[src/rtl/rv_decode_stage.sv]
// RV32I/RV32E decode stage: one-slot registered execute bundle between fetch and execute.
// Defining RV_DEC_BYPASS_EN forwards the writeback port onto the operand read data.
module rv_decode_stage #(
   parameter int NREGS = 32,
   parameter int OPW   = 4
) (
   input  logic            clk,
   input  logic            rst,
   input  logic            in_valid,
   output logic            in_ready,
   input  logic [31:0]     in_instr,
   input  logic [31:0]     in_pc,
   input  logic            flush,
   output logic [4:0]      rs1_addr,
   output logic [4:0]      rs2_addr,
   input  logic [31:0]     rs1_data,
   input  logic [31:0]     rs2_data,
   input  logic            wb_en,
   input  logic [4:0]      wb_rd,
   input  logic [31:0]     wb_data,
   output logic            out_valid,
   input  logic            out_ready,
   output logic [OPW-1:0]  out_alu_op,
   output logic [31:0]     out_alu_x,
   output logic [31:0]     out_alu_y,
   output logic [31:0]     out_rs2,
   output logic [31:0]     out_imm,
   output logic [31:0]     out_target,
   output logic [31:0]     out_pc,
   output logic [4:0]      out_rd,
   output logic            out_wb_en,
   output logic            out_mem_rd,
   output logic            out_mem_wr,
   output logic            out_branch,
   output logic            out_jump,
   output logic            out_illegal,
   output logic [2:0]      out_mem_size
);

   localparam logic [OPW-1:0] ALU_ADD  = OPW'(0);
   localparam logic [OPW-1:0] ALU_SUB  = OPW'(1);
   localparam logic [OPW-1:0] ALU_SLL  = OPW'(2);
   localparam logic [OPW-1:0] ALU_SLT  = OPW'(3);
   localparam logic [OPW-1:0] ALU_SLTU = OPW'(4);
   localparam logic [OPW-1:0] ALU_XOR  = OPW'(5);
   localparam logic [OPW-1:0] ALU_SRL  = OPW'(6);
   localparam logic [OPW-1:0] ALU_SRA  = OPW'(7);
   localparam logic [OPW-1:0] ALU_OR   = OPW'(8);
   localparam logic [OPW-1:0] ALU_AND  = OPW'(9);
   localparam logic [OPW-1:0] ALU_EQ   = OPW'(10);
   localparam logic [OPW-1:0] ALU_NE   = OPW'(11);
   localparam logic [OPW-1:0] ALU_GE   = OPW'(12);
   localparam logic [OPW-1:0] ALU_GEU  = OPW'(13);

   localparam logic [6:0] OPC_OP     = 7'b0110011;
   localparam logic [6:0] OPC_OPIMM  = 7'b0010011;
   localparam logic [6:0] OPC_LOAD   = 7'b0000011;
   localparam logic [6:0] OPC_STORE  = 7'b0100011;
   localparam logic [6:0] OPC_BRANCH = 7'b1100011;
   localparam logic [6:0] OPC_JAL    = 7'b1101111;
   localparam logic [6:0] OPC_JALR   = 7'b1100111;
   localparam logic [6:0] OPC_LUI    = 7'b0110111;
   localparam logic [6:0] OPC_AUIPC  = 7'b0010111;

   localparam logic [5:0] NREGS_L = 6'(NREGS);

   typedef struct packed {
      logic [OPW-1:0] alu_op;
      logic [31:0]    alu_x;
      logic [31:0]    alu_y;
      logic [31:0]    rs2;
      logic [31:0]    imm;
      logic [31:0]    target;
      logic [31:0]    pc;
      logic [4:0]     rd;
      logic           wb_en;
      logic           mem_rd;
      logic           mem_wr;
      logic           branch;
      logic           jump;
      logic           illegal;
      logic [2:0]     mem_size;
   } bundle_t;

   bundle_t     dec, bundle_d, bundle_q;
   logic        out_valid_d, out_valid_q;
   logic        accept;
   logic [31:0] rs1_val, rs2_val;
   logic [31:0] imm_i, imm_s, imm_b, imm_u, imm_j;
   logic [6:0]  opcode, funct7;
   logic [2:0]  funct3;
   logic [4:0]  rd_f;
   logic        use_rs1, use_rs2, use_rd, bad;

   function automatic logic [OPW-1:0] alu_sel(input logic [2:0] f3, input logic alt);
      logic [OPW-1:0] op;
      case (f3)
         3'd0:    op = alt ? ALU_SUB : ALU_ADD;
         3'd1:    op = ALU_SLL;
         3'd2:    op = ALU_SLT;
         3'd3:    op = ALU_SLTU;
         3'd4:    op = ALU_XOR;
         3'd5:    op = alt ? ALU_SRA : ALU_SRL;
         3'd6:    op = ALU_OR;
         default: op = ALU_AND;
      endcase
      return op;
   endfunction

   function automatic logic reg_oob(input logic [4:0] idx);
      return {1'b0, idx} >= NREGS_L;
   endfunction

   assign opcode   = in_instr[6:0];
   assign rd_f     = in_instr[11:7];
   assign funct3   = in_instr[14:12];
   assign funct7   = in_instr[31:25];
   assign rs1_addr = in_instr[19:15];
   assign rs2_addr = in_instr[24:20];

   assign imm_i = {{20{in_instr[31]}}, in_instr[31:20]};
   assign imm_s = {{20{in_instr[31]}}, in_instr[31:25], in_instr[11:7]};
   assign imm_b = {{19{in_instr[31]}}, in_instr[31], in_instr[7], in_instr[30:25], in_instr[11:8], 1'b0};
   assign imm_u = {in_instr[31:12], 12'b0};
   assign imm_j = {{11{in_instr[31]}}, in_instr[31], in_instr[19:12], in_instr[20], in_instr[30:21], 1'b0};

`ifdef RV_DEC_BYPASS_EN
   assign rs1_val = (wb_en && wb_rd != 5'd0 && wb_rd == rs1_addr) ? wb_data : rs1_data;
   assign rs2_val = (wb_en && wb_rd != 5'd0 && wb_rd == rs2_addr) ? wb_data : rs2_data;
`else
   logic unused_wb;
   assign unused_wb = ^{wb_en, wb_rd, wb_data};
   assign rs1_val   = rs1_data;
   assign rs2_val   = rs2_data;
`endif

   always_comb begin
      dec        = '0;
      dec.pc     = in_pc;
      dec.rs2    = rs2_val;
      dec.alu_op = ALU_ADD;
      use_rs1    = 1'b0;
      use_rs2    = 1'b0;
      use_rd     = 1'b0;
      bad        = 1'b0;
      case (opcode)
         OPC_OP: begin
            {use_rs1, use_rs2, use_rd} = 3'b111;
            dec.alu_x  = rs1_val;
            dec.alu_y  = rs2_val;
            dec.wb_en  = 1'b1;
            dec.alu_op = alu_sel(funct3, funct7[5]);
            bad = !(funct7 == 7'b0000000 ||
                    (funct7 == 7'b0100000 && (funct3 == 3'd0 || funct3 == 3'd5)));
         end
         OPC_OPIMM: begin
            {use_rs1, use_rd} = 2'b11;
            dec.imm    = imm_i;
            dec.alu_x  = rs1_val;
            dec.alu_y  = imm_i;
            dec.wb_en  = 1'b1;
            dec.alu_op = alu_sel(funct3, funct3 == 3'd5 && in_instr[30]);
            if (funct3 == 3'd1) bad = funct7 != 7'b0000000;
            if (funct3 == 3'd5) bad = funct7 != 7'b0000000 && funct7 != 7'b0100000;
         end
         OPC_LOAD: begin
            {use_rs1, use_rd} = 2'b11;
            dec.imm      = imm_i;
            dec.alu_x    = rs1_val;
            dec.alu_y    = imm_i;
            dec.mem_rd   = 1'b1;
            dec.wb_en    = 1'b1;
            dec.mem_size = funct3;
            bad = funct3 == 3'd3 || funct3 == 3'd6 || funct3 == 3'd7;
         end
         OPC_STORE: begin
            {use_rs1, use_rs2} = 2'b11;
            dec.imm      = imm_s;
            dec.alu_x    = rs1_val;
            dec.alu_y    = imm_s;
            dec.mem_wr   = 1'b1;
            dec.mem_size = funct3;
            bad = funct3 > 3'd2;
         end
         OPC_BRANCH: begin
            {use_rs1, use_rs2} = 2'b11;
            dec.imm    = imm_b;
            dec.alu_x  = rs1_val;
            dec.alu_y  = rs2_val;
            dec.branch = 1'b1;
            dec.target = in_pc + imm_b;
            case (funct3)
               3'd0:    dec.alu_op = ALU_EQ;
               3'd1:    dec.alu_op = ALU_NE;
               3'd4:    dec.alu_op = ALU_SLT;
               3'd5:    dec.alu_op = ALU_GE;
               3'd6:    dec.alu_op = ALU_SLTU;
               3'd7:    dec.alu_op = ALU_GEU;
               default: bad = 1'b1;
            endcase
         end
         OPC_JAL: begin
            use_rd     = 1'b1;
            dec.imm    = imm_j;
            dec.alu_x  = in_pc;
            dec.alu_y  = 32'd4;
            dec.wb_en  = 1'b1;
            dec.jump   = 1'b1;
            dec.target = in_pc + imm_j;
         end
         OPC_JALR: begin
            {use_rs1, use_rd} = 2'b11;
            dec.imm    = imm_i;
            dec.alu_x  = in_pc;
            dec.alu_y  = 32'd4;
            dec.wb_en  = 1'b1;
            dec.jump   = 1'b1;
            dec.target = (rs1_val + imm_i) & 32'hFFFF_FFFE;
            bad = funct3 != 3'd0;
         end
         OPC_LUI: begin
            use_rd    = 1'b1;
            dec.imm   = imm_u;
            dec.alu_y = imm_u;
            dec.wb_en = 1'b1;
         end
         OPC_AUIPC: begin
            use_rd    = 1'b1;
            dec.imm   = imm_u;
            dec.alu_x = in_pc;
            dec.alu_y = imm_u;
            dec.wb_en = 1'b1;
         end
         default: bad = 1'b1;
      endcase
      dec.rd = use_rd ? rd_f : 5'd0;
      if ((use_rs1 && reg_oob(rs1_addr)) || (use_rs2 && reg_oob(rs2_addr)) ||
          (use_rd && reg_oob(rd_f)))
         bad = 1'b1;
      if (dec.rd == 5'd0) dec.wb_en = 1'b0;
      // Illegal bundles still flow so execute can raise the trap in order.
      if (bad) begin
         dec.illegal = 1'b1;
         dec.wb_en   = 1'b0;
         dec.mem_rd  = 1'b0;
         dec.mem_wr  = 1'b0;
         dec.branch  = 1'b0;
         dec.jump    = 1'b0;
      end
   end

   assign in_ready = !out_valid_q || out_ready;
   assign accept   = in_valid && in_ready && !flush;

   always_comb begin
      out_valid_d = out_valid_q;
      bundle_d    = bundle_q;
      if (flush) begin
         out_valid_d = 1'b0;
      end else if (accept) begin
         out_valid_d = 1'b1;
         bundle_d    = dec;
      end else if (out_ready) begin
         out_valid_d = 1'b0;
      end
   end

   always_ff @(posedge clk or posedge rst) begin
      if (rst) begin
         out_valid_q <= 1'b0;
         bundle_q    <= '0;
      end else begin
         out_valid_q <= out_valid_d;
         bundle_q    <= bundle_d;
      end
   end

   assign out_valid    = out_valid_q;
   assign out_alu_op   = bundle_q.alu_op;
   assign out_alu_x    = bundle_q.alu_x;
   assign out_alu_y    = bundle_q.alu_y;
   assign out_rs2      = bundle_q.rs2;
   assign out_imm      = bundle_q.imm;
   assign out_target   = bundle_q.target;
   assign out_pc       = bundle_q.pc;
   assign out_rd       = bundle_q.rd;
   assign out_wb_en    = bundle_q.wb_en;
   assign out_mem_rd   = bundle_q.mem_rd;
   assign out_mem_wr   = bundle_q.mem_wr;
   assign out_branch   = bundle_q.branch;
   assign out_jump     = bundle_q.jump;
   assign out_illegal  = bundle_q.illegal;
   assign out_mem_size = bundle_q.mem_size;

endmodule
[config.mk]
export PLATFORM = sky130hd
export DESIGN_NAME = rv_decode_stage
export DESIGN_NICKNAME = d
export VERILOG_FILES = /design/src/rtl/rv_decode_stage.sv
export SDC_FILE = /design/constraint.sdc
export NUM_CORES = 1
export LEC_CHECK = 0
export BUFFER_PORTS_ARGS = -buffer_cell sky130_fd_sc_hd__buf_2
export CORE_UTILIZATION = 40
export DETAILED_ROUTE_END_ITERATION = 10
export HOLD_SLACK_MARGIN = 0.02
export PLACE_DENSITY = 0.76
export REMOVE_ABC_BUFFERS = 1
export SYNTH_ARGS = -nofsm -noshare
export SYNTH_HDL_FRONTEND = slang
export SYNTH_SLANG_ARGS = --single-unit
[constraint.sdc]
create_clock -name clk -period 16.3 [get_ports clk]
set_clock_uncertainty 0.15 [all_clocks]
set_input_delay 0.815 -clock clk [delete_from_list [all_inputs] [get_ports clk]]
set_output_delay 0.815 -clock clk [all_outputs]
set_load 0.1 [all_outputs]
Word level (Yosys, flattened, before mapping):

Index checks and enable logic that the tools add are counted.

* word-level logic and storage cells: 98
* register bits after elaboration: 211
* output and inout bits: 222
* bits of input ports: 171

* reduce and logical (&&, ||, !) cells: 31
* $add $sub $neg: 3
* bitwise logic cells: 1
* mux-type cells: 28
* magnitude comparators: 1
* equality and inequality tests: 18

Operator list (count)
* $pmux 32 s5: 2
* $add 32x32->32: 3
* $pmux 32 s3: 1
* $pmux 32 s2: 1
* $pmux 4 s7: 2
* $eq 7x6->1 const B: 4
* $pmux 4 s6: 1
* $eq 7x7->1 const B: 3
* $mux 1: 16
* $eq 7x5->1 const B: 2
* $eq 3x3->1 const B: 4
* $pmux 4 s3: 1
* $reduce_or 2->1: 5
* $reduce_or 3->1: 3
* $eq 7x2->1 const B: 1
* $logic_not 7->1: 1
* $ne 7x6->1 const B: 1
* $pmux 1 s7: 1
* $reduce_bool 7->1: 1
* $reduce_or 7->1: 1
* $eq 3x2->1 const B: 2
* $mux 6: 1
* $reduce_bool 3->1: 2
* $reduce_or 6->1: 1
* other kinds (12): 22

Longest topological paths before layout:

Gate-level depths: netlist of run 1.

* depth after elaboration: 7
* mapped depth: 19
* depth with buffers taken out: 18

Worst setup path before layout of run 1:

OpenSTA, ideal clock, no wires.

* kind: input -> register
* from: in in_instr[5]
* to: reg bundle_q, in the netlist out_target[28]
* path slack: 11.747 ns
* required time: 16.024 ns
* data arrival time: 4.277 ns
* cell stages on the path: 19
* setup time: 0.126 ns
* path buffers: 3
* path through: clkbuf_1 > nand2b_1 > nor2_1 > and3_1 > and2_1 > clkbuf_1 > clkbuf_1 > nand2_1 > nand2_1 > ha_1 > o21ai_0 > o21bai_1 > nand3_1 > a2111oi_1 > o2111ai_1 > a21boi_1 > mux2i_1 > a21oi_1 > a221o_1

* longest elaborated chain between the ends: 2
* elaborated cells between the ends (all ways): 4
* those cells by class: 3 x eq/ne; 1 x mux

RTL lines
* from (decl): RTL line 11 `input logic [31:0] in_instr,`
* $eq 7x7->1 (on tied branches)
* $pmux 32 s3 *: RTL line 146 `case (opcode)`
* to (signal assigned): RTL line 274 `bundle_q <= bundle_d;`
* to (decl): RTL line 85 `bundle_t dec, bundle_d, bundle_q;`

Mark *: on every way between the ends. The rest lies on a longest branch, timed or not.
A chain may end at the register's enable or synchronous reset.

Final worst setup path of run 1:

* from: in in_instr[5]
* to: reg bundle_q, in the netlist out_target[29]

The elaborated chain is that of the path after synthesis.

==> results of run 1 <==
-- routing by layer --
| metal | vias up | track usage, % | part of all wire, % |
|---|---|---|---|
| met3 | 81 | 3.96 | 7.1 |
| met2 | 521 | 44.6 | 48 |
| met5 | - | 0 | 0.031 |
| met1 | 5895 | 34.1 | 42 |
| li1 | 5695 | - | - |
| met4 | 2 | 9.16 | 3.1 |
-- area by class of cell --
| cell class | count | area [um2] |
|---|---|---|
| Antenna cell | 2 | 5.00 |
| Clock buffer | 29 | 661 |
| Clock inverter | 11 | 191 |
| Fill cell | 2878 | 14700 |
| Inverter | 18 | 75.1 |
| Multi-Input combinational cell | 1130 | 6510 |
| Sequential cell | 211 | 5280 |
| Tap cell | 390 | 488 |
| Timing Repair Buffer | 367 | 1890 |
-- how the worst max path moves through the flow --
| stage | start | to | cells after the start |
|---|---|---|---|
| 6_report | in_instr[5] | out_target[29] | 17 |
| 5_1_grt | in_instr[5] | out_target[29] | 17 |
| 4_1_cts | in_instr[5] | out_target[29] | 17 |
| 3_5_place_dp | in_instr[5] | out_target[29] | 17 |
| 3_3_place_gp | in_instr[5] | out_target[29] | 18 |
| 2_1_floorplan | out_valid | out_imm[0] | 5 |
-- state kept, by name (all words and copies together), names as in the netlist --
name / flops
out_alu_op: 4
out_alu_x: 32
out_alu_y: 32
out_branch: 1
out_illegal: 1
out_imm: 32
out_jump: 1
out_mem_rd: 1
out_mem_size: 3
out_mem_wr: 1
out_pc: 32
out_rd: 5
out_rs2: 32
out_target: 32
out_valid: 1
out_wb_en: 1
-- power groups by stage --
stage / Sequential, W / Combinational [W] / Clock [W]
2_1_floorplan: 0.000974 / 0.000184 / 0
5_1_grt: 0.000604 / 0.000737 / 0.000617
3_3_place_gp: 0.000605 / 0.000693 / 0
3_5_place_dp: 0.000607 / 0.000699 / 0
6_report: 0.000598 / 0.000701 / 0.000587
4_1_cts: 0.000598 / 0.000700 / 0.000600
-- stage by stage --
| step | utilization, % | power [W] | std cells | hold WS (ns) |
|---|---|---|---|---|
| floorplan | - | 0.00116 | 1359 | 0.731 |
| global placement | 47.8 | 0.00130 | 2116 | 0.297 |
| global route | 50.7 | 0.00196 | 2158 | 0.289 |
| finish | 50.7 | 0.00189 | 2158 | 0.242 |
| detailed placement | 47.8 | 0.00131 | 2116 | 0.300 |
| CTS | 50.7 | 0.00190 | 2156 | 0.253 |
-- synthesized netlist by cell type, types with 17 or more instances --
cell and n:
sky130_fd_sc_hd__a21o_1 26, sky130_fd_sc_hd__a21oi_1 84, sky130_fd_sc_hd__a221oi_1 37, sky130_fd_sc_hd__a31oi_1 30, sky130_fd_sc_hd__a32oi_1 33, sky130_fd_sc_hd__clkbuf_1 75
sky130_fd_sc_hd__dfrtp_1 211, sky130_fd_sc_hd__ha_1 63, sky130_fd_sc_hd__inv_1 17, sky130_fd_sc_hd__nand2_1 395, sky130_fd_sc_hd__nand3_1 17, sky130_fd_sc_hd__nor2_1 127
sky130_fd_sc_hd__o21ai_0 37, sky130_fd_sc_hd__o21ai_1 52, sky130_fd_sc_hd__xnor2_1 31, sky130_fd_sc_hd__xor2_1 22
-- worst register-to-register path, delay by kind of cell, from the launching register on --
| family | cells | cell delay, ns |
|---|---|---|
| AOI/OAI and AO/OA | 3 | 1.05 |
| and+or+nand+nor | 2 | 0.39 |
| DFF | 1 | 0.37 |
| buffers and inverters | 1 | 0.60 |
-- kinds of logic after synthesis --
group	share of synthesized area [%]
compound gates	20.6
xor+xnor	3.81
fa+ha+maj	6.80
buf+inv	3.55
flops	43.3
mux	0.246
simple gates	21.7
==> results.txt, run 1 <==
The count of port buffers added during placement is approximately 350. Of the total power, the clock network draws between 30% and 40%. For this run, design rule violations remaining after detail routing come to 0. The via density per instance is ~5.7. The number of max-slew violations in the final report is 0.

The portion of total power attributed to combinational logic came out at roughly 37%. The first global-routing pass estimated between 60 and 70 mm of wire. The maximum buffer depth of the clock tree is 3.

In this run the horizontal extent of the chip is around 180 um. The largest individual stage delay along the critical path comes from the cell sky130_fd_sc_hd__a311oi_1. The count of TritonRoute iterations in the first routing pass is 5. The number of top-level pins is about 400. The worst-case IR drop observed on VDD is a little under 0.07 mV. The number of hold buffers added after CTS came out at 0. The post-synthesis register bit count is 211. Dividing the final minimum period by the clock period gives a little under a third.

The most used flip-flop cell after synthesis is sky130_fd_sc_hd__dfrtp_1. The H-tree depth reported by CTS came out at 1. The required time reported for the critical path endpoint is 16.54 ns.

The average routed wire per standard cell came out at approximately 19 um. The synthesized area per cell came out at about 8.4 um2. The highest clock rate is 0.199 GHz. The post-route cell area is between 15000 and 20000 um2. For the worst flop-to-flop path, the logic depth is 6.

The endpoint identified for the worst register-to-register timing path is out_imm[0]. The element type at the critical path end is a flip-flop. The starting density of the core is about two fifths. The synthesized instance count is around 1400. The layout net count came out at slightly below 2000. The fraction of layout instances using a drive strength above 1 came out at roughly a quarter.

The portion of synthesized cell area occupied by the leading cell type came out at 43.3%. The overall fraction of global-route tracks in use is roughly a quarter. The switching power total came out at 0.000817 W.

The total congestion overflow is 0. In the layout the commonest cells are sky130_fd_sc_hd__nand2_1 (395), sky130_fd_sc_hd__buf_2 (354), sky130_fd_sc_hd__dfrtp_1 (211). The pin count of the biggest net entering global routing came out at ~170. In this run, post-CTS repair resized a total of 0 instances.

The reported leakage power came out at roughly 7.8 nW. The switching share of power is 43.3%. The share of flip-flops with an asynchronous set or reset is 100%. The kind of cell adding the most delay to the critical path is simple AND/OR/NAND/NOR gates. The largest stage delay on the critical path is roughly 0.7 ns. The worst setup path is launched from an input pin. Buffers inserted during clock tree synthesis total 24.

The number of synthesized flops with an enable pin is 0. The worst setup margin is ~11 ns. The root buffer cell is sky130_fd_sc_hd__clkbuf_16. Clock-pin slew was measured on the worst setup and hold paths at approximately 0.060 ns. The type of the most critical hold path is input pin to async pin. The number of distinct library cells after synthesis came out at 63. Setup repair after global routing left no endpoint under its margin. The buffers inserted during post-CTS setup optimization came out at 0. The standard cell area after detailed placement came out at 14200 um2. The signal on the critical path passes through buf_2 > nand2b_1 > nor2_1 > and3_1 > and2_1 > nor2_1 > a21o_1 > ha_1 > and3_1 > nand3_1 > nor3b_1 > o21ai_1 > a311oi_1 > o21ai_1 > a31oi_1 > xor2_1 > a221o_1. Compared with the post-synthesis result, the final layout area differs by 23.9%. Of all cell types, the one taking the most synthesized area is sky130_fd_sc_hd__dfrtp_1.

By area the synthesized netlist is led by sky130_fd_sc_hd__dfrtp_1 (43%), sky130_fd_sc_hd__nand2_1 (12%), sky130_fd_sc_hd__ha_1 (6.5%). The clock period minus final worst setup slack is about 5 ns. The total power per unit cell area came out at around 120 nW/um2. The via count is between 10000 and 15000.

The top fanout value on the critical path is 15. The HPWL after detailed placement came out at 29.8 mm. At the worst endpoint, the arrival time is 5.26 ns. The post-place setup slack is between 10 and 15 ns.

The count of clock tree sinks is roughly 210. The count of warnings emitted by yosys is 0. At the end of routability-driven placement, the weighted congestion stood at between 0.8 and 0.9. The total of endpoints with negative setup slack in the final report is 0.

The number of maximum-capacitance violations came out at 0. The number of buffers and inverters on the critical path is 1. The library cell used most frequently in the layout, excluding fill and tap cells, is sky130_fd_sc_hd__nand2_1. The type of the worst setup path is input pin to flip-flop. The flow ran to the end, and the final reports show no timing, DRC or antenna violations. The sequential area share after synthesis is 43.3%. For the pin with the worst max-slew slack, the measured transition is 1.04 ns.

Internal power comes to between 0.001 and 0.0015 W. The wire length after detailed routing came out at about 42 mm. The die span in y is about 180 um. The die outline area is 31200 um2. The clock network latency to the later pin of the worst-skew pair came out at ~0.51 ns. The residual antenna-violating net count after detailed routing is 0. The headroom to the max-slew limit is a little under a third.

After floorplanning, the core was sized to cover ~30000 um2. Row generation in the floorplan step produced 63 rows. The setup slack on the worst flop-to-flop path came out at 13.69 ns. The via count of the first global-routing pass came to 11600. The iteration-0 DRC count of the detailed router came out at between 900 and 1000. The sum of negative setup slack is 0 ns. The post-synthesis cell area is between 10000 and 15000 um2. The hold violation count in the final report is 0. The initial antenna violation count came out at 3. The TritonCTS clock tree is yes. The launch instance of the worst register-to-register path is out_valid. The portion of total power attributed to sequential cells came out at between 30% and 40%.
Note: power is estimated with default switching activity, not from simulation.
==> inputs of run 2 (changes only) <==
ABC_AREA = 1   (was not set)
PLACE_DENSITY = 0.75   (was 0.76)
clock period = 5.1 ns   (was 16.3 ns; I/O delays follow)
==> run 2 against run 1 <==
  * Global-route usage is 2.8 points higher
  * Critical path depth is 7 higher
  * Utilization is 2.5 points higher
  * Sequential cell count stayed put
  * Largest power group unchanged
  * Final area is 22% higher
  * Non-clock buffer count is 127 higher
==> results.txt, run 2 <==
The TritonCTS clock tree is yes. The average routed wire per standard cell came out at 17.4 um (-11%). Compared with the post-synthesis result, the final layout area differs by 30.4%. The worst setup path is captured at a flip-flop. The library cell with the largest summed area after synthesis is sky130_fd_sc_hd__dfrtp_1. The x dimension of the die was 190 um (+7.6%). The type of the most critical hold path is input pin to flip-flop. The residual antenna-violating net count after detailed routing is 0 (unchanged). The hold violation count in the final report came out at 0 (unchanged).

The iteration-0 DRC count of the detailed router is 1138 (+19%). The clock transition at the register clock pins on the worst setup and hold paths after CTS is 0.06 ns (about the same). The share of the cycle needed by the critical path after routing is ~74%. The maximum buffer depth of the clock tree is 3 (unchanged). The synthesized instance count is 2145 (+48%). The synthesized area per cell is 6.58 um2 (-22%).

The largest individual stage delay along the critical path comes from the cell sky130_fd_sc_hd__dlygate4sd3_1. The portion of total power attributed to sequential cells was 32.2% (+0.5 points). The primary flip-flop cell chosen by synthesis mapping is sky130_fd_sc_hd__dfrtp_1. The residual DRC count is 0 (unchanged). By startpoint and endpoint, the worst setup path is classified as input pin to flip-flop. The total congestion overflow is 0 (unchanged). The top fanout value on the critical path is 17 (+2). The starting density of the core was 40.8% (-0.12 points).

The wire length of the first global-routing pass came out at 82.0 mm (+27%). The via count came out at 15600 (+28%). The top cell types in the final layout, fill and taps aside, are sky130_fd_sc_hd__nand2_1 (967), sky130_fd_sc_hd__buf_2 (354), sky130_fd_sc_hd__inv_1 (261). The number of cells in the design after placement came out at 2886 (+36%). The count of port buffers added during placement came to 354 (unchanged). The via density per instance came out at 5.09 (-10%). The number of synthesized flops with an enable pin is 0 (unchanged). The overall fraction of global-route tracks in use is 29.1% (+2.8 points).

The number of non-filler instances in the completed layout is 3067 (+42%). The post-synthesis cell area was 14100 um2 (+16%). The most numerous cell in the Yosys netlist is sky130_fd_sc_hd__nand2_1. The sequential area share after synthesis is 37.4% (-5.9 points). The reported leakage power came out at 10.7 nW (+38%). The post-synthesis register bit count is 211 (unchanged). Counting instances in the post-synthesis netlist gives the leading cell types as sky130_fd_sc_hd__nand2_1 (967), sky130_fd_sc_hd__inv_1 (263), sky130_fd_sc_hd__dfrtp_1 (211), sky130_fd_sc_hd__nor2_1 (134), sky130_fd_sc_hd__nand3_1 (100).

The peak ir drop on the vdd network is 0.315 mV (+350%). The TritonCTS buffer count came to 25 (+4.2%). The worst setup margin came out at 1.33 ns (-9.96 ns). The number of distinct library cells after synthesis is 51 (-19%). The switching share of power is 41.8% (-1.5 points). The HPWL after detailed placement is 38.8 mm (+30%). The buffers inserted during post-CTS setup optimization came out at 0 (unchanged). The required time reported for the critical path endpoint was 5.37 ns (-11.17 ns). The pin count of the biggest net entering global routing is 146 (-16%). The final core area utilization is 53.2% (+2.5 points).

The number of max-slew violations in the final report came out at 0 (unchanged). The wire length after detailed routing came out at 53.4 mm (+27%). The count of clock tree sinks came out at 211 (unchanged). By area the synthesized netlist is led by sky130_fd_sc_hd__dfrtp_1 (37%), sky130_fd_sc_hd__nand2_1 (26%), sky130_fd_sc_hd__inv_1 (7.0%). The setup slack on the worst flop-to-flop path came out at 2.16 ns (-11.53 ns).

The die outline area was 36100 um2 (+16%). The final hold slack is 0.0673 ns (-0.175 ns). The run finished with clean final reports. The cell-internal power is 0.00337 W (+220%). Grouping stages by cell kind, the critical path spends the most delay in simple AND/OR/NAND/NOR gates. The number of maximum-capacitance violations is 0 (unchanged). The weighted congestion at the end of routability-driven global placement came out at 0.945 (+6.5%).

Walking the worst path, the cells encountered are dlygate4sd3_1 > buf_2 > inv_1 > nand2_2 > inv_2 > nand2_4 > nor3_4 > inv_2 > o21ai_1 > ha_1 > inv_1 > fa_1 > inv_1 > nand3_1 > nand3_1 > nand3_1 > nand3_1 > nand2_1 > nand2_1 > nand2_1 > nand3_1 > nand2_1 > nand2_1 > nand2_1. The initial antenna violation count came out at 2 (-1). The portion of synthesized cell area occupied by the leading cell type is 37.4% (-5.9 points). The count of warnings emitted by yosys is 0 (unchanged). The fraction of layout instances using a drive strength above 1 is 17.0% (-6.7 points). In this run the clock root is driven by a sky130_fd_sc_hd__clkbuf_16.

Counting stages on the worst path, the most repeated cell is sky130_fd_sc_hd__nand2_1. The die span in y came to 190 um (+7.6%). The site row count was 68 (+7.9%).

The type of origin of the critical path is an input pin. The layout net count is 2829 (+42%). The share of flip-flops with an asynchronous set or reset is 100% (unchanged). The largest stage delay on the critical path was 0.55 ns (-0.13 ns). The commonest non-fill, non-tap cell in the layout is sky130_fd_sc_hd__nand2_1. The clock period minus final worst setup slack came out at between 3 and 4 ns.

The portion of total power attributed to the clock network is 32.5% (+1.4 points). The number of top-level pins came to 393 (unchanged). The count of TritonRoute iterations in the first routing pass is 5 (unchanged). The clock network latency to the later pin of the worst-skew pair came out at 0.54 ns (+0.03 ns). The via count of the first global-routing pass came to 15000 (+29%). For this run, the top clock speed supported by timing is around 0.27 GHz. The total core area is 34600 um2 (+16%). The headroom to the max-slew limit came out at 31.7% (+1.3 points). The worst path arrival time came out at 4.04 ns (-1.22 ns).

The number of buffers and inverters on the critical path is 7 (+6). The total power per unit cell area came to 315 nW/um2 (+150%). The transition time of the tightest slew-check pin is 1.02 ns (-0.0276 ns). The switching power total came to 0.00242 W (+200%).

The post-place setup slack was 1.32 ns (-9.46 ns). Setup repair after global routing left no endpoint under its margin. The total of endpoints with negative setup slack in the final report came to 0 (unchanged).

The H-tree depth reported by CTS came out at 1 (unchanged). The portion of total power attributed to combinational logic is 35.3% (-1.8 points).
[run 2: cell types whose count changed in the layout (fill, tap and decap cells not counted), moves of 25 or more]
| cell | before | now |
|---|---|---|
| sky130_fd_sc_hd__a221oi_1 | 37 | 3 |
| sky130_fd_sc_hd__o21ai_0 | 37 | 87 |
| sky130_fd_sc_hd__a32oi_1 | 33 | 0 |
| sky130_fd_sc_hd__inv_1 | 16 | 261 |
| sky130_fd_sc_hd__o211ai_1 | 5 | 33 |
| sky130_fd_sc_hd__nand3_1 | 17 | 100 |
| sky130_fd_sc_hd__a21o_1 | 26 | 1 |
| sky130_fd_sc_hd__nand2_1 | 395 | 967 |
| sky130_fd_sc_hd__dlygate4sd3_1 | 0 | 135 |
| sky130_fd_sc_hd__o21ai_1 | 51 | 24 |
| sky130_fd_sc_hd__xnor2_1 | 31 | 1 |
[run 2: logic make-up after synthesis]
kind of cell	after synthesis	share of synthesized area (%)
simple gates	1266	36.2
fa+ha+maj	65	5.86
buf+inv	344	9.79
flops	211	37.4
xor+xnor	4	0.248
compound gates	255	10.5
[run 2: per-stage QoR]
stage	setup TNS, ns	power, W	instance area, um2
after detailed placement	0	0.00384	16200
final	0	0.00580	18400
after floorplan	-2706.84	0.00337	13800
after CTS	0	0.00582	18400
after global placement	0	0.00382	16200
after global routing	0	0.00603	18400
[run 2: path summary, 6_finish.rpt]
check	to	from	cells past startpoint
setup reg to reg	out_alu_x[25]	out_valid	9
setup / recovery	out_target[21]	in_instr[4]	24
max in group asynchronous	out_target[24]	rst	4
hold reg to reg	out_rs2[26]	out_rs2[26]	2
hold / removal	out_alu_op[2]	in_instr[14]	3
min in group asynchronous	out_alu_y[15]	rst	3
[run 2: power by group through the flow]
stage	combinational (W)	sequential (W)	clock, W
after floorplan	0.000592	0.00277	0
after global placement	0.00194	0.00188	0
after detailed placement	0.00195	0.00189	0
after CTS	0.00204	0.00186	0.00192
after global routing	0.00218	0.00188	0.00197
final	0.00205	0.00186	0.00188
[run 2: repair_timing]
| item | CTS | global route |
|---|---|---|
| hold buffers | 135 | 0 |
| resized for setup | 0 | 0 |
| hold endpoints to repair | 234 | 0 |
[run 2: layout make-up]
cell class | instances | area, um2
antenna | 2 | 5.00
clock buffer | 38 | 785
clock inverter | 6 | 83.8
fill | 3390 | 16200
inverter | 271 | 1030
multi-input combinational | 1590 | 7470
sequential | 211 | 5280
tap | 455 | 569
timing repair buffer | 494 | 3200
[run 2: worst min-delay path: stages]
cell and delay, ns:
sky130_fd_sc_hd__buf_2 0.15, sky130_fd_sc_hd__a31oi_1 0.15, sky130_fd_sc_hd__o21ai_0 0.16
[run 2: routing by layer]
layer  GRT usage, %  vias to the layer above  part of all wire [%]
li1               -                     7622                     -
met1           35.6                     7246                    40
met2           51.8                      634                    49
met3           3.67                       98                   7.1
met4           11.4                        0                   3.6
met5              0                        -                     0
